## src/rtl/acc_seq_pkg.sv

```systemverilog
// Shared types and constants for the acc_sequencer accumulator machine.
package acc_seq_pkg;

    localparam int INSTR_W = 12;
    localparam int DATA_W  = 8;

    // Opcodes 0x0-0x7 and 0x9-0xC go to the ALU; 0x8 and 0xD-0xF are handled locally.
    typedef enum logic [3:0] {
        OP_PASSB = 4'h0,
        OP_PASSA = 4'h1,
        OP_ADD   = 4'h2,
        OP_SUB   = 4'h3,
        OP_AND   = 4'h4,
        OP_OR    = 4'h5,
        OP_XOR   = 4'h6,
        OP_NOTA  = 4'h7,
        OP_NOP   = 4'h8,
        OP_CLR   = 4'h9,
        OP_INC   = 4'hA,
        OP_DEC   = 4'hB,
        OP_CPL   = 4'hC,
        OP_JMP   = 4'hD,
        OP_JC    = 4'hE,
        OP_HALT  = 4'hF
    } opcode_e;

    typedef enum logic [1:0] {
        IDLE  = 2'd0,
        FETCH = 2'd1,
        LOAD  = 2'd2,
        EXEC  = 2'd3
    } state_e;

    // True for opcodes whose result is written back from the ALU.
    function automatic logic is_alu_op(input opcode_e op);
        return (op <= OP_CPL) && (op != OP_NOP);
    endfunction

endpackage

```

## src/rtl/acc_sequencer_acc_reg.sv

```systemverilog
// Accumulator and carry register with write enable and synchronous active-low clear.
module acc_reg
    import acc_seq_pkg::*;
#(
    parameter int W = DATA_W
) (
    input  logic         i_clk,
    input  logic         i_clr_n,
    input  logic         i_we,
    input  logic [W-1:0] i_acc,
    input  logic         i_carry,
    output logic [W-1:0] o_acc,
    output logic         o_carry
);

    logic [W-1:0] r_acc;
    logic         r_carry;

    // Clear has priority over a pending write so a reset mid-instruction drops the writeback.
    always_ff @(posedge i_clk) begin
        // NOTE: sequential state uses non-blocking assignments so every register
        // samples pre-edge values regardless of block ordering.
        if (!i_clr_n) begin
            r_acc   <= '0;
            r_carry <= 1'b0;
        end else if (i_we) begin
            r_acc   <= i_acc;
            r_carry <= i_carry;
        end
    end

    assign o_acc   = r_acc;
    assign o_carry = r_carry;

endmodule

```

## src/rtl/acc_sequencer.sv

```systemverilog
// acc_sequencer: fetch/load/exec control stage driving an external 8-bit ALU.
// Optional instruction watchdog enabled by defining ACC_SEQUENCER_WDOG_EN.
module acc_sequencer
    import acc_seq_pkg::*;
#(
    parameter int PC_W       = 8,
    parameter int WDOG_LIMIT = 255
) (
    input  logic               clk,
    input  logic               reset,
    input  logic               start,
    output logic [PC_W-1:0]    prog_addr,
    input  logic [INSTR_W-1:0] prog_data,
    output logic [3:0]         alu_inst,
    output logic [DATA_W-1:0]  alu_a,
    output logic [DATA_W-1:0]  alu_b,
    input  logic [DATA_W:0]    alu_ans,
    output logic [DATA_W-1:0]  acc,
    output logic               carry_flag,
    output logic               busy,
    output logic               done,
    output logic               timeout
);

    state_e              r_state;
    logic [PC_W-1:0]     r_pc;
    logic [INSTR_W-1:0]  r_ir;
    opcode_e             r_alu_inst;
    logic                r_busy;
    logic                r_done;

    opcode_e             w_op;
    logic [DATA_W-1:0]   w_imm;
    logic [PC_W-1:0]     w_target;
    logic [PC_W-1:0]     w_pc_inc;
    logic                w_abort;
    logic                w_wb;

    if (PC_W < 1 || WDOG_LIMIT < 1) begin : g_bad_params
        $error("acc_sequencer: PC_W and WDOG_LIMIT must be at least 1");
    end

    assign w_op     = opcode_e'(r_ir[INSTR_W-1:DATA_W]);
    assign w_imm    = r_ir[DATA_W-1:0];
    assign w_pc_inc = r_pc + PC_W'(1);

    // Jump target is the immediate, zero-extended or truncated to the pc width.
    if (PC_W > DATA_W) begin : g_tgt_wide
        assign w_target = {{(PC_W-DATA_W){1'b0}}, w_imm};
    end else begin : g_tgt_narrow
        assign w_target = w_imm[PC_W-1:0];
    end

`ifdef ACC_SEQUENCER_WDOG_EN
    localparam int CNT_W = $clog2(WDOG_LIMIT + 1);

    logic [CNT_W-1:0] r_icnt;
    logic [CNT_W-1:0] w_icnt_inc;
    logic             r_timeout;

    assign w_icnt_inc = r_icnt + CNT_W'(1);
    assign w_abort    = (r_state == EXEC) && (w_icnt_inc == CNT_W'(WDOG_LIMIT)) &&
                        (w_op != OP_HALT);

    // Count executed instructions per run; the sticky timeout clears on the next start.
    always_ff @(posedge clk) begin
        if (!reset) begin
            r_icnt    <= '0;
            r_timeout <= 1'b0;
        end else if (r_state == IDLE && start) begin
            r_icnt    <= '0;
            r_timeout <= 1'b0;
        end else if (r_state == EXEC) begin
            r_icnt <= w_icnt_inc;
            if (w_abort) r_timeout <= 1'b1;
        end
    end

    assign timeout = r_timeout;
`else
    assign w_abort = 1'b0;
    assign timeout = 1'b0;
`endif

    // ALU results are written back at the end of EXEC unless the watchdog aborts.
    assign w_wb = (r_state == EXEC) && is_alu_op(w_op) && !w_abort;

    acc_reg #(.W(DATA_W)) u_acc_reg (
        .i_clk   (clk),
        .i_clr_n (reset),
        .i_we    (w_wb),
        .i_acc   (alu_ans[DATA_W-1:0]),
        .i_carry (alu_ans[DATA_W]),
        .o_acc   (acc),
        .o_carry (carry_flag)
    );

    // Sequencer FSM: IDLE -> FETCH -> LOAD -> EXEC, with registered control outputs.
    always_ff @(posedge clk) begin
        if (!reset) begin
            r_state    <= IDLE;
            r_pc       <= '0;
            r_ir       <= '0;
            r_alu_inst <= OP_NOP;
            r_busy     <= 1'b0;
            r_done     <= 1'b0;
        end else begin
            r_done <= 1'b0;
            case (r_state)
                IDLE: begin
                    if (start) begin
                        r_pc    <= '0;
                        r_busy  <= 1'b1;
                        r_state <= FETCH;
                    end
                end
                FETCH: begin
                    r_state <= LOAD;
                end
                LOAD: begin
                    r_ir       <= prog_data;
                    r_alu_inst <= is_alu_op(opcode_e'(prog_data[INSTR_W-1:DATA_W])) ?
                                  opcode_e'(prog_data[INSTR_W-1:DATA_W]) : OP_NOP;
                    r_state    <= EXEC;
                end
                EXEC: begin
                    r_alu_inst <= OP_NOP;
                    if (w_abort || w_op == OP_HALT) begin
                        r_done  <= 1'b1;
                        r_busy  <= 1'b0;
                        r_state <= IDLE;
                    end else begin
                        case (w_op)
                            OP_JMP:  r_pc <= w_target;
                            OP_JC:   r_pc <= carry_flag ? w_target : w_pc_inc;
                            default: r_pc <= w_pc_inc;
                        endcase
                        r_state <= FETCH;
                    end
                end
                default: r_state <= IDLE;
            endcase
        end
    end

    assign prog_addr = r_pc;
    assign alu_inst  = r_alu_inst;
    assign alu_a     = acc;
    assign alu_b     = w_imm;
    assign busy      = r_busy;
    assign done      = r_done;

endmodule

```

## config.mk

```make
export PLATFORM = sky130hd
export DESIGN_NAME = acc_sequencer
export DESIGN_NICKNAME = d
export VERILOG_FILES = /design/src/rtl/acc_seq_pkg.sv /design/src/rtl/acc_sequencer_acc_reg.sv /design/src/rtl/acc_sequencer.sv
export SDC_FILE = /design/constraint.sdc
export NUM_CORES = 1
export LEC_CHECK = 0
export BUFFER_PORTS_ARGS = -buffer_cell sky130_fd_sc_hd__buf_4
export CORE_ASPECT_RATIO = 0.6
export CORE_MARGIN = 2
export CORE_UTILIZATION = 48
export CTS_BUF_LIST = sky130_fd_sc_hd__clkbuf_8
export DETAILED_ROUTE_END_ITERATION = 8
export PLACE_DENSITY = 0.77
export SETUP_SLACK_MARGIN = 0.15
export SLEW_MARGIN = 25
export SYNTH_ARGS = -nofsm -noshare
export SYNTH_HDL_FRONTEND = slang
export SYNTH_SLANG_ARGS = --single-unit
```

## constraint.sdc

```tcl
create_clock -name clk -period 5.8 [get_ports clk]
set_input_delay 0.87 -clock clk [delete_from_list [all_inputs] [get_ports clk]]
set_output_delay 0.87 -clock clk [all_outputs]
set_load 0.02 [all_outputs]
```

== After elaboration in Yosys (flattened, before gate mapping) ==
Index checks and enable logic that the tools add are counted.

* Reduce and logical (&&, ||, !) cells: 9
* Multiplexer cells: 14
* $add $sub $neg: 1
* Eq/ne operators: 11
* $lt $le $gt $ge: 2

{| class="wikitable"
|+ Operator list
! operator !! count
|-
| 8-bit one-hot mux with 2 select lines || 2
|-
| 8-bit 2-to-1 mux || 3
|-
| 4-bit == test (second input constant) || 3
|-
| 8-bit by 1-bit adder with 8-bit output (second input constant) || 1
|-
| 4-bit <= comparator (second input constant) || 2
|-
| 4-bit != test (second input constant) || 2
|-
| 2-bit one-hot mux with 4 select lines || 1
|-
| 4-bit one-hot mux with 2 select lines || 1
|-
| 3-bit AND reduction || 2
|-
| 2-bit == test (second input constant) || 2
|-
| 1-bit 2-to-1 mux || 4
|-
| 4-bit 2-to-1 mux || 1
|-
| 2-bit != test (second input constant) || 2
|-
| 2-bit nonzero test || 2
|-
| 1-bit logical AND || 3
|-
| 2-bit by 1-bit == test with 1-bit output (second input constant) || 1
|-
| 2-bit zero test || 1
|-
| 2-bit 2-to-1 mux || 1
|-
| 2-bit by 1-bit != test with 1-bit output (second input constant) || 1
|-
| 1-bit one-hot mux with 2 select lines || 1
|-
| 2-bit AND reduction || 1
|}

* Flip-flop bits (word level): 37
* Logic and storage cells: 45
* Input port bits: 24
* Output and inout bits: 40

== Depth between registers and ports, before layout ==
* Word-level depth: 5
* Mapped depth: 8
* Gate-level depth less buffers: 6

== Hierarchy ==
Synthesis repeated with hierarchy kept, for this count alone.

* Cells, all modules: 199
* Area total of the unflattened synthesis: 1859.3 um2

{| class="wikitable"
|+ Modules (own cells, without submodules)
! module !! instances !! seq. area each (um2) !! area each (um2) !! cells an instance
|-
| acc_sequencer || 1 || 560.5 || 1521.5 || 171
|-
| acc_reg || 1 || 180.2 || 337.8 || 28
|}

== Least setup slack after synthesis ==
No wires, ideal clock.

* Path kind: in2reg
* Start: in reset
* End: reg r_pc[7], in the netlist prog_addr[7]
* Setup slack: 3.831 ns
* Data arrival time: 1.908 ns
* Setup time: 0.061 ns
* Cell stages on the path: 6
* Buffers on the path: 2
* Data required time: 5.739 ns
* Cells stage by stage: buf_2 nand2_1 or3_1 clkbuf_2 nor4b_2 a311o_1

{| class="wikitable"
|+ RTL lines
! item !! line !! RTL
|-
| from (decl) || acc_sequencer.sv:10 || <nowiki>input logic reset,</nowiki>
|-
| to (signal assigned) || acc_sequencer.sv:134 || <nowiki>OP_JMP: r_pc <= w_target;</nowiki>
|-
| to (signal assigned) || acc_sequencer.sv:135 || <nowiki>OP_JC: r_pc <= carry_flag ? w_target : w_pc_inc;</nowiki>
|-
| to (signal assigned) || acc_sequencer.sv:136 || <nowiki>default: r_pc <= w_pc_inc;</nowiki>
|-
| to (decl) || acc_sequencer.sv:26 || <nowiki>logic [PC_W-1:0] r_pc;</nowiki>
|}

== Worst setup path after layout ==
* Start: reg r_state[0]
* End: reg r_pc[7], in the netlist prog_addr[7]

* Cells in the longest elaborated chain, start to end: 3
* Elaborated cells between the ends (all ways): 7
* Those cells by class: eq/ne: 3; mux: 1; reduce/logical: 3

{| class="wikitable"
|+ Ends and longest elaborated chain
! item !! line !! RTL
|-
| from (decl) || acc_sequencer.sv:25 || <nowiki>state_e r_state;</nowiki>
|-
| from (signal assigned) || acc_sequencer.sv:101 || <nowiki>r_state <= IDLE;</nowiki>
|-
| from (signal assigned) || acc_sequencer.sv:114 || <nowiki>r_state <= FETCH;</nowiki>
|-
| from (signal assigned) || acc_sequencer.sv:118 || <nowiki>r_state <= LOAD;</nowiki>
|-
| 2-bit == test / 2-bit zero test (equally long branches) || acc_sequencer.sv:109 || <nowiki>case (r_state)</nowiki>
|-
| 2-bit != test (no source line) / 2-bit nonzero test (equally long branches) || - ||
|-
| 3-bit AND reduction (no source line) || - ||
|}

Parallel ways exist; a longest one is shown, timed or not.
A chain may end at the register's enable or synchronous reset.

==> summary.txt <==
Timing
  – # setup viols final: 0
  – Slew at the pin closest to its max-slew limit: 0.946 ns
  – RSZ-0062 raised after global routing: no
  – Peak Freq: 490 MHz
  – Relative slew slack: 36.9%
  – Min Clock Period, post-route: 2.04 ns
  – Fin Setup TNS: 0 ns
  – Clock skew: 0.00407 ns
  – Tcrit/Tclk final: 35.2%
  – Fin. Hold Viols: 0
  – Max-slew violations: 0
  – Min Hold Slack: 0.462 ns

Place
  – Dpl hpwl: 2910 um
  – RD Place Congestion: 0.763
  – IO buf count: 62

Synth
  – Post-synthesis sequential area ratio: 39.3%
  – Yosys cell types: 36
  – Mapped Area: 1880 sq um
  – FF+latch count, synth: 37
  – Warnings from Yosys: 0
  – Most frequent cell after synthesis: dfxtp_1
  – Synth Flop Type: dfxtp_1
  – Async set or reset register ratio after synthesis: 0%
  – Area contributors post-synth: dfxtp_1, mux2i_1, buf_4
  – Synth Instances: 209
  – Post-Syn Nets: 238
  – Number of flops mapped to enable cells by yosys: 0
  – Area leader, netlist: dfxtp_1
  – Synth top cells by count: dfxtp_1, mux2i_1, nand2_1
  – Yosys top cell area share: 39.3%
  – Syn Area/Cell: 9.01 sq um

Route
  – Top metal layer carrying routed signals: met4
  – Metal3 WL: 357 um
  – Routed WL: 3900 um
  – Initial DRC count: 101
  – DRC violations left: 0
  – TritonRoute pass-1 iters: 4
  – DR WL/cell: 13.0 um
  – Via Count: 1513
  – Wire length on met2: 1530 um
  – Antenna viol nets, final: 0
  – M1 WL: 2000 um
  – Via density: 5.04

Pwr
  – LEAKAGE: 0.940 nW
  – Pwr per Cell Area: 332 nW/um^2
  – Peak supply drop: 168 uV
  – Final Power: 0.772 mW

Finish
  – N_diodes: 0
  – Multi-input gate area: 950 sq um
  – Fillers: 344
  – Layout area overhead: 23.6%
  – Post-layout util: 62.5%
  – Layout net count: 281
  – Register area: 741 sq um
  – Share of post-route cells with drive strength above 1: 29.6%

Clocking
  – Clock transition at path regs: 0.07 ns
  – Root buffer cell: clkbuf_8
  – # clock sinks: 37
  – Setup Buffers After CTS: 0
  – Clock latency on the worst-skew pair: 0.29 ns
  – Cts hold-fix bufs: 0
  – CTS max path bufs: 2
  – TritonCTS Buffers: 5
  – CTS resizes: 0
  – CTS HTree Levels: 2
  – CTS tree: built

Setup path
  – Worst Setup SP: r_state[0]$_SDFFE_PN0P_
  – Critical path arrival: 2.22 ns
  – Worst Path Max Fanout: 8
  – Reg-to-reg slack, setup: 3.76 ns
  – Crit Reg-Reg Endpoint: prog_addr[7]$_SDFFE_PN0P_
  – CP required: 5.98 ns
  – Critical path type: flip-flop to flip-flop
  – Critical path endpoint category: flip-flop
  – Crit path to: prog_addr[7]$_SDFFE_PN0P_
  – FF-to-FF Start: r_state[0]$_SDFFE_PN0P_
  – CP Launch Type: flip-flop
  – Reg2reg path depth: 6

Floorplan
  – Core footprint: 3720 sq um
  – DIE AREA: 4460 sq um
  – Die Ht: 52.5 um
  – Initial Utilization: 50.6%
  – Die Width: 84.9 um
  – Site Rows: 17
  – I/O pin cnt: 64

Global routing
  – Tot GR Track Use: 17.7%
  – Overflow after GRT: 0
  – Vias in the first global route: 1309
  – First-pass GRT wire length: 6130 um
  – Largest net degree at the start of global routing: 38
  – Initial antenna violation count: 0

Run
  – Max_cap viols: 0

Status
  – Status: completed

Min path
  – Hold crit path type: flip-flop to flip-flop
-- routing by layer --
layer / up-vias / global-route usage (%)
li1: 783 / -
met1: 672 / 25.3
met2: 56 / 25.5
met3: 2 / 6.46
met4: 0 / 3.97
met5: - / 0
-- power by group --
part	leakage [nW]	total, mW	switching, mW	internal [mW]
registers	0.300	0.328	0.0364	0.292
logic	0.591	0.274	0.152	0.123
clock network	0.0491	0.169	0.0879	0.0814
-- per-stage QoR --
stage               cell area, sq um  instances  setup slack [ns]
detailed placement              2240        292              3.50
CTS                             2330        300              3.79
global route                    2330        300              3.62
finish                          2330        300              3.76
floorplan                       1880        209              3.83
global placement                2240        292              3.60
-- flip-flops by register name (all words and copies together) (netlist names) --
signal             cells
busy                   1
done                   1
u_acc_reg.o_acc        8
alu_inst               4
prog_addr              8
r_ir                  12
r_state                2
u_acc_reg.o_carry      1
-- cells by family (layout without fill, tap and decap cells) --
kind of cell | Yosys count | in the layout | share of synthesized area, %
buf+inv | 34 | 78 | 10.4
compound gates | 34 | 34 | 13.0
flops | 37 | 37 | 39.3
mux | 27 | 27 | 14.4
fa+ha+maj | 5 | 5 | 3.32
other cells | 1 | 1 | 0.199
xor+xnor | 1 | 1 | 0.465
simple gates | 70 | 70 | 18.9
-- cell usage in the layout, fill, tap and decap left out, types with 2 or more instances in the layout --
master / synthesis / final
mux2i_1: 27 / 27
buf_4: 17 / 62
o21ai_0: 11 / 11
nor3_1: 3 / 3
ha_1: 5 / 5
dfxtp_1: 37 / 37
o2bb2ai_1: 5 / 5
nand2_1: 27 / 27
clkbuf_8: 0 / 5
a21oi_1: 6 / 5
nand3_1: 5 / 5
nand2b_1: 4 / 4
a21oi_2: 1 / 2
clkinv_2: 0 / 2
nand4_1: 2 / 2
nor2b_1: 15 / 15
inv_1: 8 / 9
o22ai_1: 3 / 3
nor2_1: 8 / 8
-- worst min-delay path by stage --
| stage | slack (ns) | from | cells after the start | endpoint |
|---|---|---|---|---|
| 3_3_place_gp | 0.46 | u_acc_reg.o_acc[0]$_SDFFE_PN0P_ | 2 | u_acc_reg.o_acc[0]$_SDFFE_PN0P_ |
| 2_1_floorplan | 0.49 | r_state[1]$_SDFFE_PN0P_ | 2 | r_state[1]$_SDFFE_PN0P_ |
| 4_1_cts | 0.47 | alu_inst[3]$_SDFFE_PN1P_ | 2 | alu_inst[3]$_SDFFE_PN1P_ |
| 3_5_place_dp | 0.46 | alu_inst[3]$_SDFFE_PN1P_ | 2 | alu_inst[3]$_SDFFE_PN1P_ |
| 5_1_grt | 0.50 | alu_inst[3]$_SDFFE_PN1P_ | 2 | alu_inst[3]$_SDFFE_PN1P_ |
| 6_report | 0.46 | alu_inst[3]$_SDFFE_PN1P_ | 2 | alu_inst[3]$_SDFFE_PN1P_ |
-- cell type report --
class                      instances  area share (%)
clock buffer                       5            2.96
clock inverter                     3           0.591
inverter                           8            1.29
multi-input combinational        138            40.8
sequential                        37            31.8
tap                               47            2.53
timing repair buffer              62            20.0
-- critical path, stage by stage, from the launching register on --
cell and delay, ns:
dfxtp_1 0.32, inv_1 0.14, ha_1 0.24, nor2b_1 0.46, or3_1 0.38, nor4b_2 0.08
a311o_1 0.33
(Power assumes the default switching activity.)
